## config.mk

```make
export PLATFORM = sky130hd
export DESIGN_NAME = mem_stage_ls
export DESIGN_NICKNAME = d
export VERILOG_FILES = /design/src/rtl/mem_stage_ls.sv
export SDC_FILE = /design/constraint.sdc
export NUM_CORES = 1
export LEC_CHECK = 0
export BUFFER_PORTS_ARGS = -buffer_cell sky130_fd_sc_hd__buf_2
export CAP_MARGIN = 20
export CORE_MARGIN = 2
export CORE_UTILIZATION = 45
export CTS_BUF_LIST = sky130_fd_sc_hd__clkbuf_8
export DETAILED_ROUTE_END_ITERATION = 8
export PLACE_DENSITY = 0.79
export SETUP_SLACK_MARGIN = 0.5
export SYNTH_ARGS = -nofsm -noshare
export SYNTH_HDL_FRONTEND = slang
export SYNTH_SLANG_ARGS = --single-unit
```

## constraint.sdc

```tcl
create_clock -name clk -period 2.04 [get_ports clk]
set_input_delay 0.408 -clock clk [delete_from_list [all_inputs] [get_ports clk]]
set_output_delay 0.408 -clock clk [all_outputs]
set_load 0.02 [all_outputs]
```

## src/rtl/mem_stage_ls.sv

```systemverilog
// Load/store memory stage: pass-through of ALU results, single outstanding data-memory
// access with lane steering, load extension, misalign detection, bus timeout and flush.
//
// state | meaning
// IDLE  | ready for a new EX result; ALU results and misaligned ops complete in one cycle
// BUSY  | data-memory request outstanding; waits for dm_ack or timeout
module mem_stage_ls #(
    parameter int AW     = 32,
    parameter int RAW    = 5,
    parameter int TO_CYC = 16
) (
    input  logic            clk,
    input  logic            rst_n,
    input  logic            valid_i,
    output logic            ready_o,
    input  logic            flush_i,
    input  logic [31:0]     wdata_i,
    input  logic [RAW-1:0]  wd_i,
    input  logic            wreg_i,
    input  logic [3:0]      mem_op_i,
    input  logic [AW-1:0]   mem_addr_i,
    input  logic [31:0]     mem_sdata_i,
    output logic            dm_req,
    output logic            dm_we,
    output logic [AW-1:0]   dm_addr,
    output logic [3:0]      dm_be,
    output logic [31:0]     dm_wdata,
    input  logic            dm_ack,
    input  logic [31:0]     dm_rdata,
    output logic            valid_o,
    output logic            wreg_o,
    output logic [RAW-1:0]  wd_o,
    output logic [31:0]     wdata_o,
    output logic            misalign_o,
    output logic            bus_err_o,
    output logic            stall_req_o
);

    localparam int CW = $clog2(TO_CYC + 1);

    localparam logic [3:0] OP_LB  = 4'd1;
    localparam logic [3:0] OP_LBU = 4'd2;
    localparam logic [3:0] OP_LH  = 4'd3;
    localparam logic [3:0] OP_LHU = 4'd4;
    localparam logic [3:0] OP_LW  = 4'd5;
    localparam logic [3:0] OP_SB  = 4'd6;
    localparam logic [3:0] OP_SH  = 4'd7;
    localparam logic [3:0] OP_SW  = 4'd8;

    typedef enum logic {IDLE = 1'b0, BUSY = 1'b1} state_t;

    state_t          state, state_nxt;
    logic            is_mem, is_store, misal;
    logic            accept, start_bus, ack_done, to_done, done, flushed;
    logic [3:0]      st_be;
    logic [31:0]     st_wdata;
    logic [3:0]      lat_op;
    logic [1:0]      lat_lane;
    logic [RAW-1:0]  lat_wd;
    logic            lat_wreg;
    logic            lat_is_load;
    logic            flush_mem;
    logic [CW-1:0]   cnt, cnt_inc;
    logic [7:0]      ld_byte;
    logic [15:0]     ld_half;
    logic [31:0]     ld_data;
    logic            valid_nxt, wreg_nxt, mis_nxt, berr_nxt;
    logic [RAW-1:0]  wd_nxt;
    logic [31:0]     wdata_nxt;

    assign ready_o     = (state == IDLE);
    assign stall_req_o = (state == BUSY);

    always_comb begin
        is_mem   = (mem_op_i >= OP_LB) && (mem_op_i <= OP_SW);
        is_store = (mem_op_i >= OP_SB) && (mem_op_i <= OP_SW);
        case (mem_op_i)
            OP_LH, OP_LHU, OP_SH: misal = mem_addr_i[0];
            OP_LW, OP_SW:         misal = |mem_addr_i[1:0];
            default:              misal = 1'b0;
        endcase
        case (mem_op_i)
            OP_SB: begin
                st_be    = 4'b0001 << mem_addr_i[1:0];
                st_wdata = {4{mem_sdata_i[7:0]}};
            end
            OP_SH: begin
                st_be    = mem_addr_i[1] ? 4'b1100 : 4'b0011;
                st_wdata = {2{mem_sdata_i[15:0]}};
            end
            OP_SW: begin
                st_be    = 4'b1111;
                st_wdata = mem_sdata_i;
            end
            default: begin
                st_be    = 4'b1111;
                st_wdata = 32'd0;
            end
        endcase
    end

    assign accept    = (state == IDLE) && valid_i && !flush_i;
    assign start_bus = accept && is_mem && !misal;
    assign cnt_inc   = cnt + CW'(1);
    assign ack_done  = (state == BUSY) && dm_ack;
    // ack beats a timeout landing on the same edge
    assign to_done   = (state == BUSY) && !dm_ack && (cnt_inc == CW'(TO_CYC));
    assign done      = ack_done || to_done;
    assign flushed   = flush_mem || flush_i;
    assign lat_is_load = (lat_op <= OP_LW);

    always_comb begin
        ld_byte = dm_rdata[{lat_lane, 3'b000} +: 8];
        ld_half = lat_lane[1] ? dm_rdata[31:16] : dm_rdata[15:0];
        case (lat_op)
            OP_LB:   ld_data = {{24{ld_byte[7]}}, ld_byte};
            OP_LBU:  ld_data = {24'd0, ld_byte};
            OP_LH:   ld_data = {{16{ld_half[15]}}, ld_half};
            OP_LHU:  ld_data = {16'd0, ld_half};
            default: ld_data = dm_rdata;
        endcase
    end

    always_ff @(posedge clk or negedge rst_n) begin
        if (!rst_n) state <= IDLE;
        else        state <= state_nxt;
    end

    always_comb begin
        state_nxt = state;
        case (state)
            IDLE:    if (start_bus) state_nxt = BUSY;
            BUSY:    if (done)      state_nxt = IDLE;
            default: state_nxt = IDLE;
        endcase
    end

    always_comb begin
        valid_nxt = 1'b0;
        wreg_nxt  = 1'b0;
        wd_nxt    = '0;
        wdata_nxt = 32'd0;
        mis_nxt   = 1'b0;
        berr_nxt  = 1'b0;
        case (state)
            IDLE: begin
                if (accept && !is_mem) begin
                    valid_nxt = 1'b1;
                    wreg_nxt  = wreg_i;
                    wd_nxt    = wd_i;
                    wdata_nxt = wdata_i;
                end else if (accept && misal) begin
                    valid_nxt = 1'b1;
                    wd_nxt    = wd_i;
                    mis_nxt   = 1'b1;
                end
            end
            BUSY: begin
                if (done && !flushed) begin
                    valid_nxt = 1'b1;
                    wd_nxt    = lat_wd;
                    if (dm_ack) begin
                        if (lat_is_load) begin
                            wreg_nxt  = lat_wreg;
                            wdata_nxt = ld_data;
                        end
                    end else begin
                        berr_nxt = 1'b1;
                    end
                end
            end
            default: ;
        endcase
    end

    always_ff @(posedge clk or negedge rst_n) begin
        if (!rst_n) begin
            valid_o    <= 1'b0;
            wreg_o     <= 1'b0;
            wd_o       <= '0;
            wdata_o    <= 32'd0;
            misalign_o <= 1'b0;
            bus_err_o  <= 1'b0;
        end else begin
            valid_o    <= valid_nxt;
            wreg_o     <= wreg_nxt;
            wd_o       <= wd_nxt;
            wdata_o    <= wdata_nxt;
            misalign_o <= mis_nxt;
            bus_err_o  <= berr_nxt;
        end
    end

    // Bus request and latched operands; held untouched while dm_req is high
    always_ff @(posedge clk or negedge rst_n) begin
        if (!rst_n) begin
            dm_req    <= 1'b0;
            dm_we     <= 1'b0;
            dm_addr   <= '0;
            dm_be     <= 4'd0;
            dm_wdata  <= 32'd0;
            lat_op    <= 4'd0;
            lat_lane  <= 2'd0;
            lat_wd    <= '0;
            lat_wreg  <= 1'b0;
            cnt       <= '0;
            flush_mem <= 1'b0;
        end else if (state == IDLE) begin
            if (start_bus) begin
                dm_req    <= 1'b1;
                dm_we     <= is_store;
                dm_addr   <= {mem_addr_i[AW-1:2], 2'b00};
                dm_be     <= st_be;
                dm_wdata  <= st_wdata;
                lat_op    <= mem_op_i;
                lat_lane  <= mem_addr_i[1:0];
                lat_wd    <= wd_i;
                lat_wreg  <= wreg_i;
                cnt       <= '0;
                flush_mem <= 1'b0;
            end
        end else if (done) begin
            dm_req    <= 1'b0;
            cnt       <= '0;
            flush_mem <= 1'b0;
        end else begin
            cnt <= cnt_inc;
            if (flush_i) flush_mem <= 1'b1;
        end
    end

endmodule

```

* After elaboration in Yosys (flattened, before gate mapping)
Index checks and enable logic that the tools add are counted.
Word-level totals: bits in registers 128, input bits 143, output and inout port bits 113, logic and storage cells 107
Operators by class: add/sub/neg operators 1, magnitude comparators 4, eq/ne operators 13, shift-type cells 2, mux-type cells 42, bitwise operators 1, reduce and logical (&&, ||, !) cells 26
Operators with widths (count):
- $mux 32 | 4
- $pmux 32 s4 | 1
- $pmux 32 s3 | 1
- $pmux 32 s2 | 1
- $shiftx 32x6->8 | 1
- $mux 5 | 6
- $mux 1 | 21
- $eq 4x3->1 const B | 5
- $mux 16 | 1
- $eq 4x2->1 const B | 3
- $logic_and 1x1->1 | 12
- $pmux 5 s2 | 1
- $pmux 1 s2 | 4
- $pmux 4 s2 | 1
- $reduce_and 2->1 | 3
- $add 5x1->5 const B | 1
- $eq 5x5->1 const B | 1
- $logic_not 1->1 | 5
- $eq 4x1->1 const B | 1
- $eq 4x4->1 const B | 1
- $ge 4x1->1 const B | 1
- $ge 4x3->1 const B | 1
- $le 4x3->1 const B | 1
- $le 4x4->1 const B | 1
- other kinds (9) | 11

* Longest topological paths before layout
Gate-level depths: netlist of run 1.
depth after elaboration 7, mapped depth 8, depth with buffers taken out 6

* Worst setup path after synthesis of run 1
OpenSTA, ideal clock, no wires.
path type reg2reg, start point reg state, in the netlist stall_req_o, end point reg wdata_o[21], setup time 0.074 ns, arrival 1.995 ns, required time 1.966 ns, setup slack -0.029 ns, stages on the path, launching flop included 7, path buffers 1, period minus slack after synthesis 2.069 ns, path through dfrtp_1 > inv_2 > or3_4 > a2111oi_4 > nand2_4 > buf_6 > o21ai_2
On the way: word-level cells in the longest chain between the ends 6, elaborated cells between the ends (all ways) 12, classes of those cells mux (3); bitwise (1); reduce/logical (8)
Ends and longest elaborated chain:
- start, declared | line 52 | state_t state, state_nxt;
- start signal, assigned | line 126 | else state <= state_nxt;
- $not 1->1 (no source line) (*)
- named net ready_o | line 15 | output logic ready_o,
- $logic_and 1x1->1 (2 in series) | line 102 | assign accept = (state == IDLE) && valid_i && !flush_i;
- $logic_and 1x1->1 | line 147 | if (accept && !is_mem) begin
- $mux 32 | line 147
- $pmux 32 s2 (*) | line 145 | case (state)
- named net wdata_nxt[21] | line 69 | logic [31:0] wdata_nxt;
- end signal, assigned | line 188 | wdata_o <= wdata_nxt;
- end, declared | line 33 | output logic [31:0] wdata_o,
Mark *: on every way through the listed nets, which the timed path passes. The rest lies on a longest branch. A chain may end at the register's enable or synchronous reset.

* Worst setup path after layout of run 1
start point in mem_addr_i[0], end point reg dm_addr[13]
On the way: word-level cells in the longest chain between the ends 5
Ends and longest elaborated chain:
- start, declared | line 21 | input logic [AW-1:0] mem_addr_i,
- $reduce_or 2->1 | line 79 | OP_LW, OP_SW: misal = |mem_addr_i[1:0];
- $pmux 1 s2 (*) | line 77 | case (mem_op_i)
- $logic_not 1->1 (*) | line 103 | assign start_bus = accept && is_mem && !misal;
- $logic_and 1x1->1 (*) | line 103
- $reduce_and 2->1 (no source line) (*)
- end signal, assigned | line 212 | dm_addr <= {mem_addr_i[AW-1:2], 2'b00};
- end, declared | line 25 | output logic [AW-1:0] dm_addr,
Mark *: on every way between the ends. The rest lies on a longest branch, timed or not.

==> results.tsv, run 1 <==
metric	value	unit
Area Overhead vs Synth	73.7	%
Logic pwr share	37.1	%
initial antenna violation count	1	
WL/cell	20.5	um
sequential-to-total area share from yosys stat	53.6	%
adder-cell share of the synthesized area	0.586	%
Clk pin slew, worst setup/hold paths	0.07	ns
Core Region	0.0131	mm2
TritonCTS clock tree	done	
GRT Overall Usage	32.1	%
compound-cell area share of the yosys netlist	15.8	%
GPL Wtd Cong	0.855	
Die W	119	um
max incr delay on CP	0.40	ns
crit end category	register	
nets	1146	
VDD IR max	0.531	mV
fraction of layout cells with a size suffix above 1	61.5	%
Mean Syn Cell Area	9.11	um2
min-delay worst type	in -> reg	
Initial Utilization	45.7	%
minimum hold slack	0.164	ns
setup TNS	0	ns
area of the multi-input gates	0.00359	mm2
post-DP HPWL	13.2	mm
post-synth top area cell	dfrtp_1	
first-pass GRT wire length	35.1	mm
Data arrival, critical path	2.24	ns
simple-gate share of the synthesized area	20.8	%
CP Cell Sequence	buf_8 -> o41ai_4 -> o41ai_4 -> buf_4 -> buf_6 -> nor3_4 -> buf_12 -> buf_12 -> buf_12 -> buf_16 -> nand2_4 -> nand2_2	
Critical Path Source Type	primary input	
height of the die	119	um
Clock Skew	0.00919	ns
Tightest Pin Transition	0.729	ns
max_slew headroom	51.4	%
Ys Warns	0	
fmax	536	MHz
number of routed nets with antenna violations	0	
latest clock arrival within the worst-skew pair	0.44	ns
CP max FO	8	
Synth area leaders	dfrtp_1, nand2_1, mux2i_1	
Synth cell types	55	
worst path required time	2.42	ns
Synth Register Bits	128	
Max clock buf depth	2	
max-slew violations	0	
slowest stage cell, crit path	o41ai_4	
I/O pin count	256	
Synth Area in XOR/XNOR	0.586	%
Detailed Routing Iterations Pass 1	5	
sequential share of power	38.8	%
Crit Path Category	in -> reg	
design area	0.0104	mm2
total congestion overflow	0	
most common cell after layout, fill and taps aside	buf_2	
register area	0.00321	mm2
leakage	5.37	nW
vias in the first global route	6685	
Die ar.	0.0142	mm2
Psw	3.10	mW
via count	6697	
mux cell area share after synthesis	4.40	%
post-layout min period	1.86	ns
EDFF count, synth	0	
Pwr Density	800	mW/mm2
Cells after Synth	656	
Syn Std Cell Area	0.00598	mm2
most frequent cells in the layout	buf_2, dfrtp_1, nand2_1, nand2_2, nor2_1	
largest net degree at the start of global routing	49	
fill cell count	783	
switching fraction of total power	37.3	%
max-cap violations	0	
largest family of logic cells by synthesized area	simple AND/OR/NAND/NOR gates	
ys flop type	dfrtp_1	
post-route core utilization	79.4	%
area share of the largest cell type after synthesis	53.6	%
# rows	42	
clock network power share	24.2	%
Internal	5.21	mW
DRC errors left	0	
placed instance area	0.00780	mm2
RSZ-0062 raised after global routing	yes	
Placed Cells incl. Taps	1078	
H-tree levels	4	
DR iter-0 viols	508	
Via density	5.62	
outcome	finished clean	
Final Non-Filler Cells	1191	
Crit path top cell by count	buf_12	
Port Buffers	253	
CTS Root Cell	clkbuf_8	
Num CTS Buffers	17	
final setup violating endpoints	0	
Routed Wire Length	24.4	mm
Tcrit/Tclk final	91.4	%
Async SR Flop Fraction	100	%
Final Hold Fails	0	
CTS sink cnt	128	
state kept, by name, summed over array words and instances, names as in the netlist:
register and flops:
dm_wdata 32, wdata_o 32, dm_addr 30, cnt 5, lat_wd 5, wd_o 5, dm_be 4, lat_op 4
lat_lane 2, bus_err_o 1, dm_req 1, dm_we 1, flush_mem 1, lat_wreg 1, misalign_o 1, stall_req_o 1
valid_o 1, wreg_o 1
path summary, 6_finish.rpt:
path                                     start           to  slack, ns  cells past startpoint
worst max-delay path             mem_addr_i[0]  dm_addr[13]       0.18                     12
min in group asynchronous                rst_n  wdata_o[11]       0.50                      2
worst min register to register     dm_addr[10]  dm_addr[10]       0.48                      2
worst max register to register     lat_lane[1]   wdata_o[7]       0.18                      5
worst min-delay path            mem_addr_i[23]  dm_addr[23]       0.16                      3
max in group asynchronous                rst_n     dm_be[0]       0.89                      3
power by group through the flow:
stage               Sequential [mW]  Combinational, mW  Clock [mW]
floorplan                      3.51               1.04           0
global placement               3.17               2.19           0
detailed placement             3.18               2.23           0
CTS                            3.16               2.79        2.01
global route                   3.25               3.27        2.16
finish                         3.22               3.08        2.01
layer usage:
metal	up-vias	track usage (%)	wire length (um)
li1	2919	-	-
met1	3239	36.4	8720
met2	424	55.3	12300
met3	115	8.52	1970
met4	0	17.0	1430
met5	-	0	0
critical path: cells and delay by family:
kind / cells / cell delay [ns]
and+or+nand+nor: 3 / 0.35
buffers and inverters: 7 / 0.93
AOI/OAI and AO/OA: 2 / 0.55
cell usage after synthesis (2+ instances only):
cell      instances
a22o_1            8
nor2b_1           5
nor3_1            5
o21ai_2          10
buf_2            13
or3_1             2
inv_1             7
o21ai_0          46
xnor2_1           2
buf_4             2
o221a_2           7
nor2_1           61
o21ai_1           2
dfrtp_1         128
o31ai_1           3
and2_1            2
o21bai_1          3
ha_1              2
clkbuf_1         23
nand2_1         210
and3b_1           2
buf_1             2
nand3_1          12
buf_6             4
a31oi_1           6
a21oi_1          21
xor2_1            2
a221oi_1          8
o21a_1            2
mux2i_1          24
o221ai_1          8
layout make-up:
cell class	count	area share [%]
inverters	8	0.313
multi-input cells	479	34.6
clock inverters	13	0.940
diodes	1	0.0241
well taps	176	2.12
repair buffers	367	28.6
flip-flops and latches	128	30.9
clock buffers	19	2.52
timing repair:
item                                    in CTS  in global routing
gates cloned                                21                  0
endpoints found under the hold margin       32                  0
pin swaps                                  100                 73
hold buffers                                 1                  0
endpoints found under the setup margin     123                129
resized for setup                          167                155
buffers inserted                            48                 10
kinds of logic (layout without fill, tap and decap cells):
| kind of cell | count (synthesis) | in the layout |
|---|---|---|
| other | 1 | 3 |
| and+or+nand+nor | 307 | 309 |
| xor gates and xnor gates | 4 | 4 |
| DFF | 128 | 128 |
| buffers and inverters | 52 | 407 |
| muxes | 25 | 25 |
| adders and majority gates | 3 | 3 |
| AOI/OAI and AO/OA | 136 | 136 |
stage by stage:
stage	power [mW]	setup slack (ns)
floorplan	4.55	0.0940
global placement	5.36	-0.132
detailed placement	5.41	-0.253
CTS	7.96	0.231
global route	8.68	0.157
finish	8.31	0.176
No activity file was read; power rests on OpenSTA's default activity.
==> run 2: changes to the inputs <==
- CORE_UTILIZATION: 45 -> 43
- CTS_BUF_LIST: sky130_fd_sc_hd__clkbuf_8 -> not set
- PLACE_DENSITY: 0.79 -> 0.76
==> results.tsv, run 2 (synthesis gave the netlist of run 1 again) <==
metric	value	unit
H-tree levels	4	
DRC errors left	0	
biggest regs	dm_wdata x32, wdata_o x32, dm_addr x30	
number of routed nets with antenna violations	0	
leakage	5.45	nW
TritonCTS clock tree	done	
Final Hold Fails	0	
Clock Skew	0.0110	ns
final setup violating endpoints	0	
initial antenna violation count	0	
Area Overhead vs Synth	78.5	%
min-delay worst type	in -> reg	
VDD IR max	0.588	mV
Die W	122	um
fill cell count	837	
fraction of layout cells with a size suffix above 1	60.6	%
worst path required time	2.33	ns
CTS sink cnt	128	
max-cap violations	0	
setup TNS	0	ns
vias in the first global route	6119	
WL/cell	21.1	um
Core Region	0.0137	mm2
post-DP HPWL	13.0	mm
nets	1138	
outcome	finished clean	
height of the die	122	um
Routed Wire Length	25.0	mm
Tightest Pin Transition	0.571	ns
# rows	43	
design area	0.0107	mm2
DR iter-0 viols	444	
most frequent cells in the layout	buf_2, dfrtp_1, nand2_1, nand2_2, nor2_1	
total congestion overflow	0	
Num CTS Buffers	17	
Final Power	10.0	mW
Port Buffers	253	
Max clock buf depth	2	
GPL Wtd Cong	0.826	
area of the multi-input gates	0.00364	mm2
fmax	548	MHz
most common cell after layout, fill and taps aside	buf_2	
Initial Utilization	43.6	%
latest clock arrival within the worst-skew pair	0.43	ns
first-pass GRT wire length	32.4	mm
largest net degree at the start of global routing	43	
Data arrival, critical path	2.11	ns
CTS Root Cell	clkbuf_16	
CP max FO	8	
number of inserted diodes	0	
Crit Path Category	reg -> reg	
register area	0.00321	mm2
post-route core utilization	77.8	%
RSZ-0062 raised after global routing	yes	
max-slew violations	0	
max_slew headroom	60.9	%
placed instance area	0.00778	mm2
Die ar.	0.0149	mm2
via count	6606	
Critical Path Source Type	register	
crit end category	register	
Tcrit/Tclk final	89.5	%
GRT Overall Usage	29.0	%
post-layout min period	1.83	ns
Via density	5.57	
Final Non-Filler Cells	1185	
Pwr Density	938	mW/mm2
Detailed Routing Iterations Pass 1	5	
I/O pin count	256	
Placed Cells incl. Taps	1078	
Clk pin slew, worst setup/hold paths	0.05	ns
[run 2: path summary, 6_finish.rpt]
| check | startpoint | to | slack (ns) | depth (start not counted) |
|---|---|---|---|---|
| hold reg to reg | dm_addr[11] | dm_addr[11] | 0.48 | 2 |
| hold / removal | wdata_i[14] | wdata_o[14] | 0.19 | 3 |
| min in group asynchronous | rst_n | wdata_o[11] | 0.47 | 2 |
| setup / recovery | lat_lane[1] | wdata_o[19] | 0.21 | 7 |
| max in group asynchronous | rst_n | dm_wdata[3] | 0.97 | 3 |
| setup reg to reg | lat_lane[1] | wdata_o[19] | 0.21 | 7 |
[run 2: worst max-delay path: stages (launching register included)]
cell and delay [ns]:
dfrtp_1 0.38, mux4_2 0.54, buf_6 0.15, nor3_4 0.15, o31ai_4 0.10, buf_4 0.16, nand2_8 0.11, o21ai_1 0.10
[run 2: stage by stage]
stage                     setup WS (ns)  hold slack [ns]
after floorplan                  0.0940            0.112
after global routing              0.147            0.170
after detailed placement         -0.161            0.339
final                             0.214            0.186
after global placement           -0.118            0.334
after CTS                         0.251            0.162
[run 2: layout make-up]
cell class,instances,share of cell area (%)
Tap cell,180,2.11
Timing Repair Buffer,360,27.8
Sequential cell,128,30.1
Inverter,8,0.305
Clock inverter,10,1.28
Multi-Input combinational cell,478,34.1
Clock buffer,21,4.31
[run 2: metal layers]
| metal | up-vias | GRT usage [%] | wire [um] |
|---|---|---|---|
| li1 | 2905 | - | - |
| met1 | 3230 | 34.0 | 9050 |
| met2 | 379 | 49.8 | 13000 |
| met3 | 92 | 6.79 | 1770 |
| met4 | 0 | 14.8 | 1200 |
| met5 | - | 0 | 0 |
[run 2: repair_timing]
item,4_1_cts,5_1_grt
hold buffers,1,0
resized for setup,88,235
endpoints found under the hold margin,34,0
pin swaps,38,138
setup buffers,36,14
setup endpoints to repair,128,129
cloned,15,10
[run 2: power by group]
group | internal [mW] | switching (mW)
clock network | 1.97 | 1.15
registers | 2.91 | 0.305
logic | 1.70 | 1.97
